<file path="config.mk">
export PLATFORM = sky130hd
export DESIGN_NAME = rpn_stack_evaluator
export DESIGN_NICKNAME = d
export VERILOG_FILES = /design/src/rtl/rpn_pkg.sv /design/src/rtl/rpn_divider.sv /design/src/rtl/rpn_stack_evaluator.sv
export SDC_FILE = /design/constraint.sdc
export NUM_CORES = 1
export LEC_CHECK = 0
export ABC_AREA = 0
export CORE_MARGIN = 2
export CORE_UTILIZATION = 25
export CTS_CLUSTER_DIAMETER = 40
export DETAILED_ROUTE_END_ITERATION = 10
export HOLD_SLACK_MARGIN = 0.12
export PLACE_DENSITY = 0.45
export SETUP_SLACK_MARGIN = 0.3
export SYNTH_ARGS = -nofsm -noshare
export SYNTH_HDL_FRONTEND = slang
export SYNTH_HIERARCHICAL = 1
export SYNTH_SLANG_ARGS = --single-unit
</file>
<file path="constraint.sdc">
create_clock -name clk -period 8.6 [get_ports clk]
set_input_delay 0.86 -clock clk [delete_from_list [all_inputs] [get_ports clk]]
set_output_delay 0.86 -clock clk [all_outputs]
set_load 0.01 [all_outputs]
</file>
<file path="src/rtl/rpn_pkg.sv">
// rpn_pkg: items shared between the RPN evaluator and the token interpreter.
//   - operator codes (4 bit) and error codes (3 bit)
//   - evaluator FSM state type
//   - first_err(): keeps the first error of a line and ignores later ones
package rpn_pkg;

  localparam logic [3:0] OP_ADD = 4'd0;
  localparam logic [3:0] OP_SUB = 4'd1;
  localparam logic [3:0] OP_MUL = 4'd2;
  localparam logic [3:0] OP_DIV = 4'd3;
  localparam logic [3:0] OP_EOL = 4'd15;

  localparam logic [2:0] ERR_NONE        = 3'd0;
  localparam logic [2:0] ERR_OVERFLOW    = 3'd1;
  localparam logic [2:0] ERR_UNDERFLOW   = 3'd2;
  localparam logic [2:0] ERR_DIVZERO     = 3'd3;
  localparam logic [2:0] ERR_OVERRUN     = 3'd4;
  localparam logic [2:0] ERR_SYNTAX      = 3'd5;
  localparam logic [2:0] ERR_UNSUPPORTED = 3'd6;

  typedef enum logic [2:0] {IDLE, EXEC, DIV, EMIT, DRAIN} state_e;

  function automatic logic [2:0] first_err(input logic [2:0] cur, input logic [2:0] nw);
    return (cur == ERR_NONE) ? nw : cur;
  endfunction

endpackage

</file>
<file path="src/rtl/rpn_divider.sv">
// rpn_divider: restoring unsigned divider, one quotient bit per cycle.
// Only compiled when RPN_DIV_EN is defined.
//   clk, rst_n   : clock, async active-low reset
//   start_i      : load operands and begin (one cycle)
//   dividend_i   : WIDTH-bit dividend
//   divisor_i    : WIDTH-bit divisor (zero is screened by the caller)
//   done_o       : high for the one cycle quotient_o is final
//   quotient_o   : WIDTH-bit quotient
// Timing: start sampled on edge 0, WIDTH iterations on edges 1..WIDTH,
// done_o high during the following cycle.
`ifdef RPN_DIV_EN
import rpn_pkg::*;

module rpn_divider #(
  parameter int WIDTH = 16
) (
  input  logic             clk,
  input  logic             rst_n,
  input  logic             start_i,
  input  logic [WIDTH-1:0] dividend_i,
  input  logic [WIDTH-1:0] divisor_i,
  output logic             done_o,
  output logic [WIDTH-1:0] quotient_o
);

  localparam int CW = $clog2(WIDTH + 1);

  logic [WIDTH-1:0] rem_q, quo_q, dvs_q;
  logic [CW-1:0]    cnt_q;
  logic             run_q;
  logic [WIDTH:0]   shifted, diff;

  // Partial remainder shifted left with the next dividend bit; a set MSB in
  // the trial difference means the divisor did not fit (restore).
  assign shifted = {rem_q, quo_q[WIDTH-1]};
  assign diff    = shifted - {1'b0, dvs_q};

  always_ff @(posedge clk or negedge rst_n) begin
    if (!rst_n) begin
      rem_q <= '0;
      quo_q <= '0;
      dvs_q <= '0;
      cnt_q <= '0;
      run_q <= 1'b0;
    end else if (start_i) begin
      rem_q <= '0;
      quo_q <= dividend_i;
      dvs_q <= divisor_i;
      cnt_q <= CW'(WIDTH);
      run_q <= 1'b1;
    end else if (run_q) begin
      if (cnt_q != '0) begin
        if (!diff[WIDTH]) begin
          rem_q <= diff[WIDTH-1:0];
          quo_q <= {quo_q[WIDTH-2:0], 1'b1};
        end else begin
          rem_q <= shifted[WIDTH-1:0];
          quo_q <= {quo_q[WIDTH-2:0], 1'b0};
        end
        cnt_q <= cnt_q - CW'(1);
      end else begin
        run_q <= 1'b0;
      end
    end
  end

  assign done_o     = run_q && (cnt_q == '0);
  assign quotient_o = quo_q;

endmodule
`endif

</file>
<file path="src/rtl/rpn_stack_evaluator.sv">
// rpn_stack_evaluator: evaluates a stream of RPN tokens on a register stack.
// Optional feature macro: RPN_DIV_EN (enables OP_DIV through rpn_divider;
// without it OP_DIV reports ERR_UNSUPPORTED).
//   clk, rst_n        : clock, async active-low reset
//   num_ready, num    : operand token strobe / value
//   op_ready, op      : operator token strobe / code (rpn_pkg)
//   result_valid      : one-cycle pulse while in EMIT
//   result, err_code  : outcome of the last completed line, held until next EMIT
//   busy              : FSM not in IDLE
//   depth             : stack occupancy
import rpn_pkg::*;

module rpn_stack_evaluator #(
  parameter int DEPTH = 8,
  parameter int WIDTH = 16
) (
  input  logic                   clk,
  input  logic                   rst_n,
  input  logic                   num_ready,
  input  logic [WIDTH-1:0]       num,
  input  logic                   op_ready,
  input  logic [3:0]             op,
  output logic                   result_valid,
  output logic [WIDTH-1:0]       result,
  output logic [2:0]             err_code,
  output logic                   busy,
  output logic [$clog2(DEPTH):0] depth
);

  localparam int         PW   = $clog2(DEPTH);
  localparam logic [PW:0] ONE  = (PW+1)'(1);
  localparam logic [PW:0] TWO  = (PW+1)'(2);
  localparam logic [PW:0] FULL = (PW+1)'(DEPTH);

  state_e           state_q, state_d;
  logic [PW:0]      depth_q, depth_d;
  logic [2:0]       err_q, err_d;      // first error of the current line
  logic [WIDTH-1:0] res_q, res_d;
  logic [2:0]       ec_q, ec_d;
  logic [WIDTH-1:0] a_q, a_d, b_q, b_d;
  logic [3:0]       opc_q, opc_d;

  logic [WIDTH-1:0] stk_q [DEPTH];
  logic             push_en;
  logic [PW-1:0]    push_idx;
  logic [WIDTH-1:0] push_val;
  logic [WIDTH-1:0] top_val, sec_val, alu;
  logic             tok;

  assign top_val = stk_q[PW'(depth_q - ONE)];
  assign sec_val = stk_q[PW'(depth_q - TWO)];
  assign tok     = num_ready | op_ready;

  always_comb begin
    alu = a_q + b_q;
    case (opc_q)
      OP_SUB:  alu = a_q - b_q;
      OP_MUL:  alu = a_q * b_q;
      default: alu = a_q + b_q;
    endcase
  end

`ifdef RPN_DIV_EN
  logic             div_start;
  logic             div_done;
  logic [WIDTH-1:0] div_quo;

  rpn_divider #(.WIDTH(WIDTH)) u_div (
    .clk        (clk),
    .rst_n      (rst_n),
    .start_i    (div_start),
    .dividend_i (sec_val),
    .divisor_i  (top_val),
    .done_o     (div_done),
    .quotient_o (div_quo)
  );
`endif

  always_comb begin
    state_d  = state_q;
    depth_d  = depth_q;
    err_d    = err_q;
    res_d    = res_q;
    ec_d     = ec_q;
    a_d      = a_q;
    b_d      = b_q;
    opc_d    = opc_q;
    push_en  = 1'b0;
    push_idx = depth_q[PW-1:0];
    push_val = num;
`ifdef RPN_DIV_EN
    div_start = 1'b0;
`endif
    case (state_q)
      IDLE: begin
        if (num_ready) begin
          if (depth_q == FULL) begin
            err_d   = first_err(err_d, ERR_OVERFLOW);
            state_d = DRAIN;
          end else begin
            push_en = 1'b1;
            depth_d = depth_q + ONE;
          end
          // The number wins a same-cycle collision; the operator is lost.
          if (op_ready) begin
            err_d   = first_err(err_d, ERR_OVERRUN);
            state_d = DRAIN;
          end
        end else if (op_ready) begin
          case (op)
            OP_EOL: begin
              state_d = EMIT;
              if (depth_q == ONE) begin
                res_d = top_val;
                ec_d  = ERR_NONE;
              end else begin
                res_d = '0;
                ec_d  = ERR_SYNTAX;
              end
            end
            OP_ADD, OP_SUB, OP_MUL: begin
              if (depth_q < TWO) begin
                err_d   = first_err(err_d, ERR_UNDERFLOW);
                state_d = DRAIN;
              end else begin
                a_d     = sec_val;
                b_d     = top_val;
                opc_d   = op;
                depth_d = depth_q - TWO;
                state_d = EXEC;
              end
            end
`ifdef RPN_DIV_EN
            OP_DIV: begin
              if (depth_q < TWO) begin
                err_d   = first_err(err_d, ERR_UNDERFLOW);
                state_d = DRAIN;
              end else begin
                a_d       = sec_val;
                b_d       = top_val;
                opc_d     = op;
                depth_d   = depth_q - TWO;
                div_start = 1'b1;
                state_d   = DIV;
              end
            end
`else
            OP_DIV: begin
              err_d   = first_err(err_d, ERR_UNSUPPORTED);
              state_d = DRAIN;
            end
`endif
            default: begin
              err_d   = first_err(err_d, ERR_SYNTAX);
              state_d = DRAIN;
            end
          endcase
        end
      end

      EXEC: begin
        if (tok) err_d = first_err(err_d, ERR_OVERRUN);
        push_en  = 1'b1;
        push_val = alu;
        depth_d  = depth_q + ONE;
        // A token dropped during the operation diverts to DRAIN once done.
        state_d  = (err_d == ERR_NONE) ? IDLE : DRAIN;
      end

      DIV: begin
`ifdef RPN_DIV_EN
        if (tok) err_d = first_err(err_d, ERR_OVERRUN);
        if (b_q == '0) begin
          err_d   = first_err(err_d, ERR_DIVZERO);
          state_d = DRAIN;
        end else if (div_done) begin
          push_en  = 1'b1;
          push_val = div_quo;
          depth_d  = depth_q + ONE;
          state_d  = (err_d == ERR_NONE) ? IDLE : DRAIN;
        end
`else
        state_d = IDLE;
`endif
      end

      EMIT: begin
        depth_d = '0;
        err_d   = ERR_NONE;
        if (tok) begin
          err_d   = ERR_OVERRUN;
          state_d = DRAIN;
        end else begin
          state_d = IDLE;
        end
      end

      DRAIN: begin
        if (op_ready && op == OP_EOL) begin
          res_d   = '0;
          ec_d    = err_q;
          state_d = EMIT;
        end
      end

      default: state_d = IDLE;
    endcase
  end

  always_ff @(posedge clk or negedge rst_n) begin
    if (!rst_n) begin
      state_q <= IDLE;
      depth_q <= '0;
      err_q   <= ERR_NONE;
      res_q   <= '0;
      ec_q    <= ERR_NONE;
      a_q     <= '0;
      b_q     <= '0;
      opc_q   <= OP_ADD;
    end else begin
      state_q <= state_d;
      depth_q <= depth_d;
      err_q   <= err_d;
      res_q   <= res_d;
      ec_q    <= ec_d;
      a_q     <= a_d;
      b_q     <= b_d;
      opc_q   <= opc_d;
    end
  end

  // Stack contents need no reset: depth_q gates every read.
  always_ff @(posedge clk) begin
    if (push_en) stk_q[push_idx] <= push_val;
  end

  assign result_valid = (state_q == EMIT);
  assign busy         = (state_q != IDLE);
  assign result       = res_q;
  assign err_code     = ec_q;
  assign depth        = depth_q;

endmodule

</file>
After elaboration in Yosys (flattened, before gate mapping)
Memories as Yosys holds them, arrays and structs flattened. A register that Yosys moved wholly into a read port is not among the register bits.
Cells that the tools add are included.
{"block": "totals", "inputBits": 24, "reg_bits": 49, "mem_bits_rw": 128, "memories": 1, "wordCells": 109, "out_inout_bits": 25}
{"block": "op_classes", "multipliers": 1, "n_lt_le_gt_ge": 1, "reduce_logical": 16, "n_eq_ne": 23, "bitwise": 3, "n_mux": 52, "addsub": 5}
{"name": "stk_q", "depth": 8, "word_bits": 16, "read_ports": 2, "rd_clocked_by_memory_dff": 1, "write_ports": 1, "line_no": "rpn_stack_evaluator.sv:43", "source": "logic [WIDTH-1:0] stk_q [DEPTH];"}
{"operator": "16-bit 2-to-1 mux", "count": 6}
{"operator": "3-bit 2-to-1 mux", "count": 28}
{"operator": "16-bit one-hot mux with 2 select lines", "count": 2}
{"operator": "4-bit 2-to-1 mux", "count": 5}
{"operator": "5-bit AND reduction", "count": 4}
{"operator": "3-bit != test, second input constant", "count": 6}
{"operator": "3-bit one-hot mux with 3 select lines", "count": 2}
{"operator": "16-bit adder", "count": 1}
{"operator": "16-bit by 16-bit multiplier with 16-bit output", "count": 1}
{"operator": "16-bit subtractor", "count": 1}
{"operator": "4-bit by 1-bit == test with 1-bit output, second input constant", "count": 3}
{"operator": "4-bit by 2-bit == test with 1-bit output, second input constant", "count": 3}
{"operator": "3-bit zero test", "count": 4}
{"operator": "3-bit one-hot mux with 2 select lines", "count": 2}
{"operator": "3-bit one-hot mux with 4 select lines", "count": 1}
{"operator": "4-bit one-hot mux with 3 select lines", "count": 1}
{"operator": "4-bit == test, second input constant", "count": 2}
{"operator": "2-bit != test, second input constant", "count": 4}
{"operator": "3-bit nonzero test", "count": 2}
{"operator": "4-bit by 1-bit adder with 4-bit output, second input constant", "count": 1}
{"operator": "4-bit zero test", "count": 1}
{"operator": "4-bit by 2-bit < comparator with 1-bit output, second input constant", "count": 1}
{"operator": "1-bit 2-to-1 mux", "count": 4}
{"operator": "4-bit != test, second input constant", "count": 1}
{"operator": "other kinds (14)", "count": 15}

Longest topological paths before layout
Gate-level depths: netlist of run 1.
{"block": "logic_depth", "depth_word": 10, "ltp_mapped": 22, "ltp_nobuf": 20}

Worst setup path after synthesis of run 1
No wires, ideal clock.
{"block": "synth_path", "kind": "flip-flop to flip-flop", "start": "register b_q[1]", "end": "memory stk_q[0][15] (data pin)", "path_stages_with_launch": 20, "synth_period_minus_slack_ns": 5.709, "setup_ns": 0.241, "arrival_ns": 5.468, "slack_ns": 2.891, "required_ns": 8.359, "path_buffers": 2, "cell_sequence": "dfrtp_1 buf_2 clkbuf_1 nand2_1 fa_1 fa_1 fa_1 fa_1 inv_1 fa_1 inv_1 fa_1 inv_1 ha_1 and2_2 o21ai_0 o21ai_0 o41ai_1 xor2_1 o311ai_2"}
{"block": "synth_between", "elab_chain_cells": 3, "word_cells_on_any_way": 5, "cone_classes": "2 x add/sub; 1 x mul; 2 x mux"}
{"item": "from (decl)", "line_no": "rpn_stack_evaluator.sv:40", "source": "logic [WIDTH-1:0] a_q, a_d, b_q, b_d;"}
{"item": "from (signal assigned)", "line_no": "rpn_stack_evaluator.sv:218", "source": "b_q <= '0;"}
{"item": "from (signal assigned)", "line_no": "rpn_stack_evaluator.sv:227", "source": "b_q <= b_d;"}
{"item": "16-bit by 16-bit multiplier with 16-bit output, or another cell as far along", "line_no": "rpn_stack_evaluator.sv:58", "source": "OP_MUL: alu = a_q * b_q;"}
{"item": "16-bit one-hot mux with 2 select lines *", "line_no": "rpn_stack_evaluator.sv:56", "source": "case (opc_q)"}
{"item": "16-bit 2-to-1 mux *", "line_no": "rpn_stack_evaluator.sv:94", "source": "case (state_q)"}
{"item": "net push_val[15]", "line_no": "rpn_stack_evaluator.sv:46", "source": "logic [WIDTH-1:0] push_val;"}
{"item": "to (decl)", "line_no": "rpn_stack_evaluator.sv:43"}
The timed path passes the listed nets; every way through them passes the cells marked *.

Worst setup path after layout of run 1
{"block": "layout_path", "start": "register b_q[1]", "end": "memory stk_q[4][15] (data pin)"}
The elaborated chain is that of the path after synthesis.

==> impl_metrics.tcl, run 1 <==
set metrics [dict create \
    path_max_fanout 18 \
    netlist_area_um2 13950 \
    viasPerCell 4.609 \
    setup-tns-final_ns 0 \
    cpPeakStageDelay_ns 0.75 \
    hold_viol_final 0 \
    wirelength_um 38610 \
    htreeDepth 4 \
    grt_usage 0.1406 \
    cts_resized 0 \
    cp.arrival_ns 6.53 \
    grt_setup_unrepaired "false" \
    dp_cells 1947 \
    worstSetupStartpointType "flop" \
    required_ns 8.76 \
    crit_chain "nand2_1, fa_1, fa_1, fa_1, fa_1, inv_1, fa_1, inv_1, fa_1, inv_1, ha_1, and2_2, o21ai_0, o21ai_0, o41ai_1, xor2_1, o311ai_2" \
    initial_core_util 0.2532 \
    dieArea_um2 57690 \
    ir_drop_v 0.0001792 \
    coreArea_um2 55090 \
    final_antenna_net_count 0 \
    slew_violations 0 \
    fill_cells 5763 \
    worst_path_most_repeated_cell "fa_1" \
    p_per_area_nw_per_um2 414.9 \
    status "finished clean" \
    worst_pin_slew_ns 1.177 \
    grt_overflow 0 \
    synthArstFlopShare 0.3368 \
    dpl.hpwl_um 27930 \
    ys_seq_area_frac 0.3922 \
    cts_sinks 193 \
    num_antenna_cells 0 \
    synthFlopType "edfxtp_1" \
    place_ws_ns 2.282 \
    post-route-period-util 0.7409 \
    min_path_type "flop to flop" \
    cts.root.buffer_cell "clkbuf_16" \
    ys_ff_latch 193 \
    fmax_ghz 0.1569 \
    crit_type "flop to flop" \
    io_pins 49 \
    fin_cells 1978 \
    place.gp.congestion 0.8012 \
    first_global_vias 9675 \
    cts_setup_buffers 0 \
    synth_area_per_cell_um2 11.61 \
    yosysTopAreaCell "edfxtp_1" \
    finalCriticalPeriod_ns 6.372 \
    die_w_um 240.2 \
    drc 0 \
    total_power_mw 6.508 \
    finalSetupViolations 0 \
    fin_ws_ns 2.228 \
    end_kind "flop" \
    synth_commonest_cells "nand2_1 (129), edfxtp_1 (128), inv_1 (128)" \
    drt_iter0_markers 664 \
    drv_cap 0 \
    insertion_delay_ns 0.45 \
    slew_headroom 0.2068 \
    wl_met3_um 1188 \
    firstDrtPassIters 5 \
    wl_per_cell_um 19.52 \
    finClkSkew_ns 0.01340 \
    synth.top_cell.area_share 0.2756 \
    synth.most_common_cell "nand2_1" \
    numPortBuffers 48 \
    synth_cell_type_count 73 \
    synth_nets 1380 \
    area_growth_pct 12.47 \
    cts.clk_slew.worst_paths_ns 0.07 \
    critPathSlowestCell "dfrtp_1" \
    syn_inst 1201 \
    synth_edf_count 128 \
    clk_path_buf_depth 2 \
    drive_gt1_frac 0.1065 \
    grt_pass1_wl_um 60100 \
    top_layer "met4" \
    cts_tree "yes" \
    die_y_um 240.2 \
    wl_met2_um 18660 \
    vias 9117 \
    grt_max_degree 69 \
    m1WireLength_um 18270 \
    antenna_found_initial 0 \
    rows 86 \
    yosys_warnings 6 \
    cts_buffers 17 \
    leakage_nw 6.259 \
    final_nets 1397 \
    ctsHoldBuffers 0 \
    synth.area.top_cells "edfxtp_1 (28%), dfrtp_1 (12%), fa_1 (12%)" \
]
cell families after synthesis:
logic type      Yosys count  share of synthesized area
compound gates          174                    0.08056
fa+ha+maj               155                     0.1827
buf+inv                 193                    0.05804
xor+xnor                 62                    0.04154
simple gates            320                     0.1121
flops                   193                     0.3922
mux                     104                     0.1329
path summary, 6_finish.rpt:
kind | start | to | slack (ns) | cells past startpoint
setup reg to reg | b_q[1]$_DFFE_PN0P_ | stk_q[4][15]$_DFFE_PP_ | 2.23 | 17
hold reg to reg | result[11]$_DFFE_PN0P_ | result[11]$_DFFE_PN0P_ | 0.50 | 1
max in group asynchronous | rst_n | depth[0]$_DFFE_PN0P_ | 7.39 | 1
hold / removal | result[11]$_DFFE_PN0P_ | result[11]$_DFFE_PN0P_ | 0.50 | 1
setup / recovery | b_q[1]$_DFFE_PN0P_ | stk_q[4][15]$_DFFE_PP_ | 2.23 | 17
min in group asynchronous | rst_n | state_q[2]$_DFFE_PN0P_ | 0.52 | 1
layout by cell type (no fill, tap or decap), types with 19 or more instances in the layout:
cell and count:
and2_1 79, a21oi_1 25, o21ai_1 20, inv_1 128, mux2i_1 37, clkdlybuf4s50_1 47
xor2_1 19, ha_1 74, edfxtp_1 128, nand2_1 129, mux4_2 64, o21ai_0 44
nor2_1 52, dfrtp_1 64, fa_1 81, xnor2_1 38
final cells by class:
class / instances / area (µm²) / share of cell area
tap: 748 / 935.9 / 0.05966
inverter: 130 / 488.0 / 0.03111
sequential: 193 / 5474 / 0.3490
clock buffer: 20 / 436.7 / 0.02784
timing repair buffer: 61 / 575.6 / 0.03669
clock inverter: 11 / 91.34 / 0.005823
multi-input combinational: 815 / 7685 / 0.4899
registers in the layout, summed over array words and instances, names as in the netlist:
signal,cells
stk_q,128
a_q,16
b_q,16
result,16
depth,4
opc_q,4
err_code,3
err_q,3
state_q,3
where the power goes:
part,total (mW),switching (mW),internal (mW)
combinational,4.21,2.37,1.83
sequential,1.56,0.392,1.17
clock,0.742,0.348,0.394
per-stage QoR:
step                      area (µm²)  utilization  hold WS (ns)
after global routing           15690       0.2847        0.5123
final                          15690       0.2847        0.4973
after detailed placement       15160       0.2751        0.4811
after floorplan                13950            -        0.4915
after global placement         15160       0.2751        0.4755
after CTS                      15690       0.2847        0.5026
layer usage:
| metal | GRT usage | up-vias |
|---|---|---|
| met5 | 0 | - |
| met4 | 0.03463 | 0 |
| met3 | 0.01803 | 26 |
| met2 | 0.2361 | 162 |
| met1 | 0.1918 | 4706 |
| li1 | - | 4223 |
worst max-delay path: cells and delay by family (launching register included):
family | cells | cell delay (ns)
adders and majority gates | 7 | 3.41
and+or+nand+nor | 2 | 0.38
xor gates and xnor gates | 1 | 0.17
DFF | 1 | 0.75
AOI/OAI and AO/OA | 4 | 1.20
buffers and inverters | 3 | 0.16
Power figures use the tool's default switching activity.
==> inputs of run 2 (changes only) <==
- PLACE_DENSITY: 0.45 -> 0.47
- clock period: 8.6 -> 5.25 ns (I/O delays scaled with it)
==> run 2 against run 1 <==
  * The run now ends with setup timing left
  * Critical path type unchanged
  * Via count increased by 3.7%
  * Flip-flop and latch count stayed put
  * Critical path depth rose by 2
==> impl_metrics.tcl, run 2 (same netlist as run 1, synthesis figures left out) <==
set metrics [dict create \
    cts_tree "yes" \
    wirelength_um 39680 \
    first_global_vias 10120 \
    worstSetupStartpointType "flop" \
    violations "setup timing" \
    worst_path_most_repeated_cell "fa_1" \
    grt_overflow 0 \
    clk_path_buf_depth 2 \
    drt_iter0_markers 575 \
    die_w_um 240.2 \
    area_growth_pct 21.72 \
    end_kind "flop" \
    firstDrtPassIters 4 \
    whs_ns 0.2056 \
    ff2ff_setup_slack_ns -0.29 \
    coreArea_um2 55090 \
    final_antenna_net_count 0 \
    numPortBuffers 48 \
    worst_pin_slew_ns 1.150 \
    initial_core_util 0.2532 \
    path_max_fanout 8 \
    finClkSkew_ns 0.01224 \
    layout_common_cells "edfxtp_1 (128), nand2_1 (125), inv_1 (124)" \
    place_area_um2 16020 \
    grt_setup_unrepaired "true" \
    rows 86 \
    dieArea_um2 57690 \
    vias 9453 \
    register_area_um2 5489 \
    htreeDepth 4 \
    final_common_cell "edfxtp_1" \
    crit_chain "and2_4, fa_1, inv_1, fa_1, fa_1, fa_1, inv_1, fa_1, inv_2, fa_1, inv_2, ha_4, and2_4, o21ai_4, o21ai_2, o41ai_4, xor2_2, o311ai_4, buf_6" \
    fmax_ghz 0.1805 \
    crit_family "adder cells" \
    grt_pass1_wl_um 60880 \
    status "finished, violations left" \
    m1WireLength_um 18040 \
    cpPeakStageDelay_ns 0.53 \
    fin_ws_ns -0.2906 \
    cts_sinks 193 \
    cp_num_buf_inv 5 \
    grt_usage 0.1420 \
    final_nets 1497 \
    slew_violations 0 \
    die_y_um 240.2 \
    drc 0 \
    cts.clk_slew.worst_paths_ns 0.07 \
    cts.root.buffer_cell "clkbuf_16" \
    fill_cells 5673 \
    slew_headroom 0.2335 \
    wl_met2_um 20100 \
    wl_per_cell_um 19.10 \
    place.gp.congestion 0.8584 \
    insertion_delay_ns 0.45 \
    dpl.hpwl_um 29690 \
    required_ns 5.45 \
    post-route-period-util 1.055 \
    top_layer "met4" \
    ctsHoldBuffers 0 \
    viasPerCell 4.549 \
    min_path_type "input port to asynchronous set/reset pin" \
    num_antenna_cells 0 \
    setup-tns-final_ns -8.672 \
    hold_viol_final 0 \
    final_cell_area_um2 16980 \
    multiInputGateArea_um2 8092 \
    cp.arrival_ns 5.74 \
    cts_buffers 17 \
    top_register "stk_q" \
    fin_cells 2078 \
    antenna_found_initial 0 \
    drv_cap 0 \
    drive_gt1_frac 0.2263 \
    io_pins 49 \
    finalCriticalPeriod_ns 5.541 \
    finalSetupViolations 48 \
    critPathSlowestCell "fa_1" \
    dp_cells 2037 \
    wl_met3_um 869 \
    crit_type "flop to flop" \
    grt_max_degree 69 \
    largest_reg_flops 128 \
]
==> run 2: cell types whose count changed in the layout (fill, tap and decap cells not counted), sizes merged <==
cell	change
buf	+100
clkinv	+2
inv	+4
clkinvlp	-3
clkbuf	-2
bufinv	-1
==> run 2: timing repair <==
action | in CTS | in global routing
pin swaps | 17 | 36
setup buffers | 5 | 5
endpoints found under the setup margin | 72 | 72
gates resized for setup | 46 | 42
==> run 2: per-layer routing <==
| metal | GRT usage | vias up |
|---|---|---|
| li1 | - | 4433 |
| met1 | 0.1859 | 4857 |
| met2 | 0.2486 | 129 |
| met3 | 0.01228 | 34 |
| met4 | 0.04385 | 0 |
| met5 | 0 | - |
==> run 2: final timing paths <==
kind,start,end,cells after the start
setup / recovery,b_q[4]$_DFFE_PN0P_,stk_q[4][15]$_DFFE_PP_,19
hold / removal,rst_n,err_code[1]$_DFFE_PN0P_,1
setup reg to reg,b_q[4]$_DFFE_PN0P_,stk_q[4][15]$_DFFE_PP_,19
hold reg to reg,result[8]$_DFFE_PN0P_,result[8]$_DFFE_PN0P_,1
max in group asynchronous,rst_n,depth[0]$_DFFE_PN0P_,1
min in group clk,result[8]$_DFFE_PN0P_,result[8]$_DFFE_PN0P_,1
==> run 2: area by class of cell <==
cell class                      instances  share of cell area
Clock buffer                           18             0.02528
Clock inverter                         13            0.005085
Inverter                              130             0.02874
Multi-Input combinational cell        815              0.4766
Sequential cell                       193              0.3233
Tap cell                              748             0.05513
Timing Repair Buffer                  161             0.08579
==> run 2: stage by stage <==
step	util	worst slack, ns
floorplan	-	-0.1489
global route	0.3081	-0.4509
CTS	0.3040	-0.3499
detailed placement	0.2908	-0.6765
finish	0.3081	-0.2906
global placement	0.2908	-0.6612
Power of run 2 is not shown: default switching activity piles up to over one toggle a cycle in this logic, so the estimate is an artifact.
==> inputs of run 3 (changes only) <==
- REMOVE_ABC_BUFFERS: not set -> 1
==> run 3 against run 2 <==
  * The run still ends with setup timing left
  * Critical path depth down 2
  * Clock skew up 0.0012 ns
  * Utilization up 0.31 points
  * Via count up 0.43%
  * Maximum frequency up 0.19%
  * Hold slack better by 0.21 ns
  * Setup slack better by 0.010 ns
  * Sequential share of layout area down 0.33 points
  * Flip-flop and latch count unchanged
  * Highest routed layer unchanged
==> impl_metrics.tcl, run 3 (same netlist as run 1, synthesis figures left out) <==
set metrics [dict create \
    status "finished, violations left" \
    violations "setup timing" \
    drive_gt1_frac 0.2441 \
    finalCriticalPeriod_ns 5.530 \
    drc 0 \
    dpl.hpwl_um 29560 \
    coreArea_um2 55090 \
    insertion_delay_ns 0.44 \
    grt_max_degree 69 \
    grt_usage 0.1383 \
    fin_ws_ns -0.2803 \
    finClkSkew_ns 0.01344 \
    crit_chain "buf_4, nand2_1, fa_1, fa_1, inv_1, fa_1, fa_1, inv_1, fa_1, fa_2, xor2_1, xnor2_1, xnor2_1, xnor2_1, xnor3_2, xor2_4, o311ai_4" \
    grt_setup_unrepaired "true" \
    worst_path_most_repeated_cell "fa_1" \
    crit_type "flop to flop" \
    cts.clk_slew.worst_paths_ns 0.08 \
    drv_cap 0 \
    min_path_type "input port to asynchronous set/reset pin" \
    wirelength_um 38760 \
    cts_sinks 193 \
    firstDrtPassIters 5 \
    initial_core_util 0.2532 \
    place.gp.congestion 0.8206 \
    layout_common_cells "edfxtp_1 (128), nand2_1 (125), inv_1 (118)" \
    drt_iter0_markers 663 \
    worstSetupStartpointType "flop" \
    setup-tns-final_ns -7.472 \
    die_w_um 240.2 \
    rows 86 \
    grt_pass1_wl_um 60110 \
    numPortBuffers 48 \
    die_y_um 240.2 \
    required_ns 5.45 \
    fmax_ghz 0.1808 \
    htreeDepth 4 \
    top_register "stk_q" \
    clk_path_buf_depth 2 \
    viasPerCell 4.527 \
    place_ws_ns -0.7539 \
    antenna_found_initial 0 \
    final_nets 1514 \
    io_pins 49 \
    cp.arrival_ns 5.73 \
    cts.root.buffer_cell "clkbuf_16" \
    post-route-period-util 1.053 \
    cts_buffers 17 \
    cpPeakStageDelay_ns 0.57 \
    path_max_fanout 8 \
    wl_per_cell_um 18.49 \
    first_global_vias 10067 \
    slew_headroom 0.2532 \
    dieArea_um2 57690 \
    final_common_cell "edfxtp_1" \
    worst_pin_slew_ns 1.120 \
    critPathSlowestCell "fa_1" \
    vias 9494 \
    largest_reg_flops 128 \
    crit_family "adder cells" \
    grt_overflow 0 \
    final_antenna_net_count 0 \
    cp_num_buf_inv 3 \
    finalSetupViolations 32 \
    slew_violations 0 \
    end_kind "flop" \
    hold_viol_final 0 \
    cts_tree "yes" \
    area_growth_pct 22.93 \
]
-- run 3: cell types whose count changed in the layout (fill, tap and decap cells not counted), moves of 4 or more --
| cell | previous run | this run |
|---|---|---|
| clkinv_1 | 4 | 0 |
| fa_1 | 78 | 74 |
| buf_6 | 16 | 28 |
| buf_4 | 92 | 102 |
| inv_2 | 6 | 12 |
| fa_2 | 3 | 7 |
| inv_1 | 124 | 118 |
| buf_12 | 5 | 0 |
-- run 3: through the flow --
stage               std cells  hold slack (ns)  utilization  instance area [µm²]
finish                   2097           0.4188       0.3112                17150
global placement         2043           0.3308       0.2882                15880
CTS                      2081           0.3952       0.3044                16770
detailed placement       2043           0.3336       0.2882                15880
floorplan                1138           0.2294            -                13630
global route             2096           0.4141       0.3112                17140
-- run 3: area by class of cell --
cell class / count / area, µm²
Clock inverter: 13 / 168.9
Tap cell: 748 / 935.9
Multi-Input combinational cell: 815 / 8059
Fill cell: 5660 / 37950
Antenna cell: 1 / 2.502
Timing Repair Buffer: 178 / 1562
Clock buffer: 19 / 442.9
Sequential cell: 193 / 5487
Inverter: 130 / 488.0
-- run 3: final timing paths --
| kind | start | endpoint | depth (start not counted) | slack (ns) |
|---|---|---|---|---|
| worst max-delay path | b_q[7]$_DFFE_PN0P_ | stk_q[7][15]$_DFFE_PP_ | 17 | -0.28 |
| min in group clk | result[15]$_DFFE_PN0P_ | result[15]$_DFFE_PN0P_ | 1 | 0.50 |
| max in group asynchronous | rst_n | a_q[2]$_DFFE_PN0P_ | 3 | 3.68 |
| worst max register to register | b_q[7]$_DFFE_PN0P_ | stk_q[7][15]$_DFFE_PP_ | 17 | -0.28 |
| worst min-delay path | rst_n | opc_q[0]$_DFFE_PN0P_ | 2 | 0.42 |
| worst min register to register | result[15]$_DFFE_PN0P_ | result[15]$_DFFE_PN0P_ | 1 | 0.50 |
-- run 3: layer usage --
layer / vias to the layer above / wire, µm / GRT usage
met5: - / 0 / 0
met4: 0 / 570 / 0.03350
met3: 34 / 820 / 0.01458
met2: 148 / 19210 / 0.2412
met1: 4846 / 18160 / 0.1837
li1: 4466 / - / -
-- run 3: timing repair --
action / 4_1_cts / 5_1_grt
endpoints found under the setup margin: 64 / 72
pin swaps: 24 / 45
gates cloned: 0 / 0
hold endpoints to repair: 4 / 0
setup buffers: 5 / 15
hold buffers: 1 / 0
gates resized for setup: 53 / 74
-- run 3: worst reg2reg max path, stage by stage, from the launching register on --
cell and delay [ns]:
dfrtp_2 0.49, buf_4 0.17, nand2_1 0.08, fa_1 0.45, fa_1 0.57, inv_1 0.06
fa_1 0.46, fa_1 0.55, inv_1 0.05, fa_1 0.48, fa_2 0.37, xor2_1 0.15
xnor2_1 0.19, xnor2_1 0.15, xnor2_1 0.14, xnor3_2 0.32, xor2_4 0.22, o311ai_4 0.38
Power of run 3 is left out for the same reason.
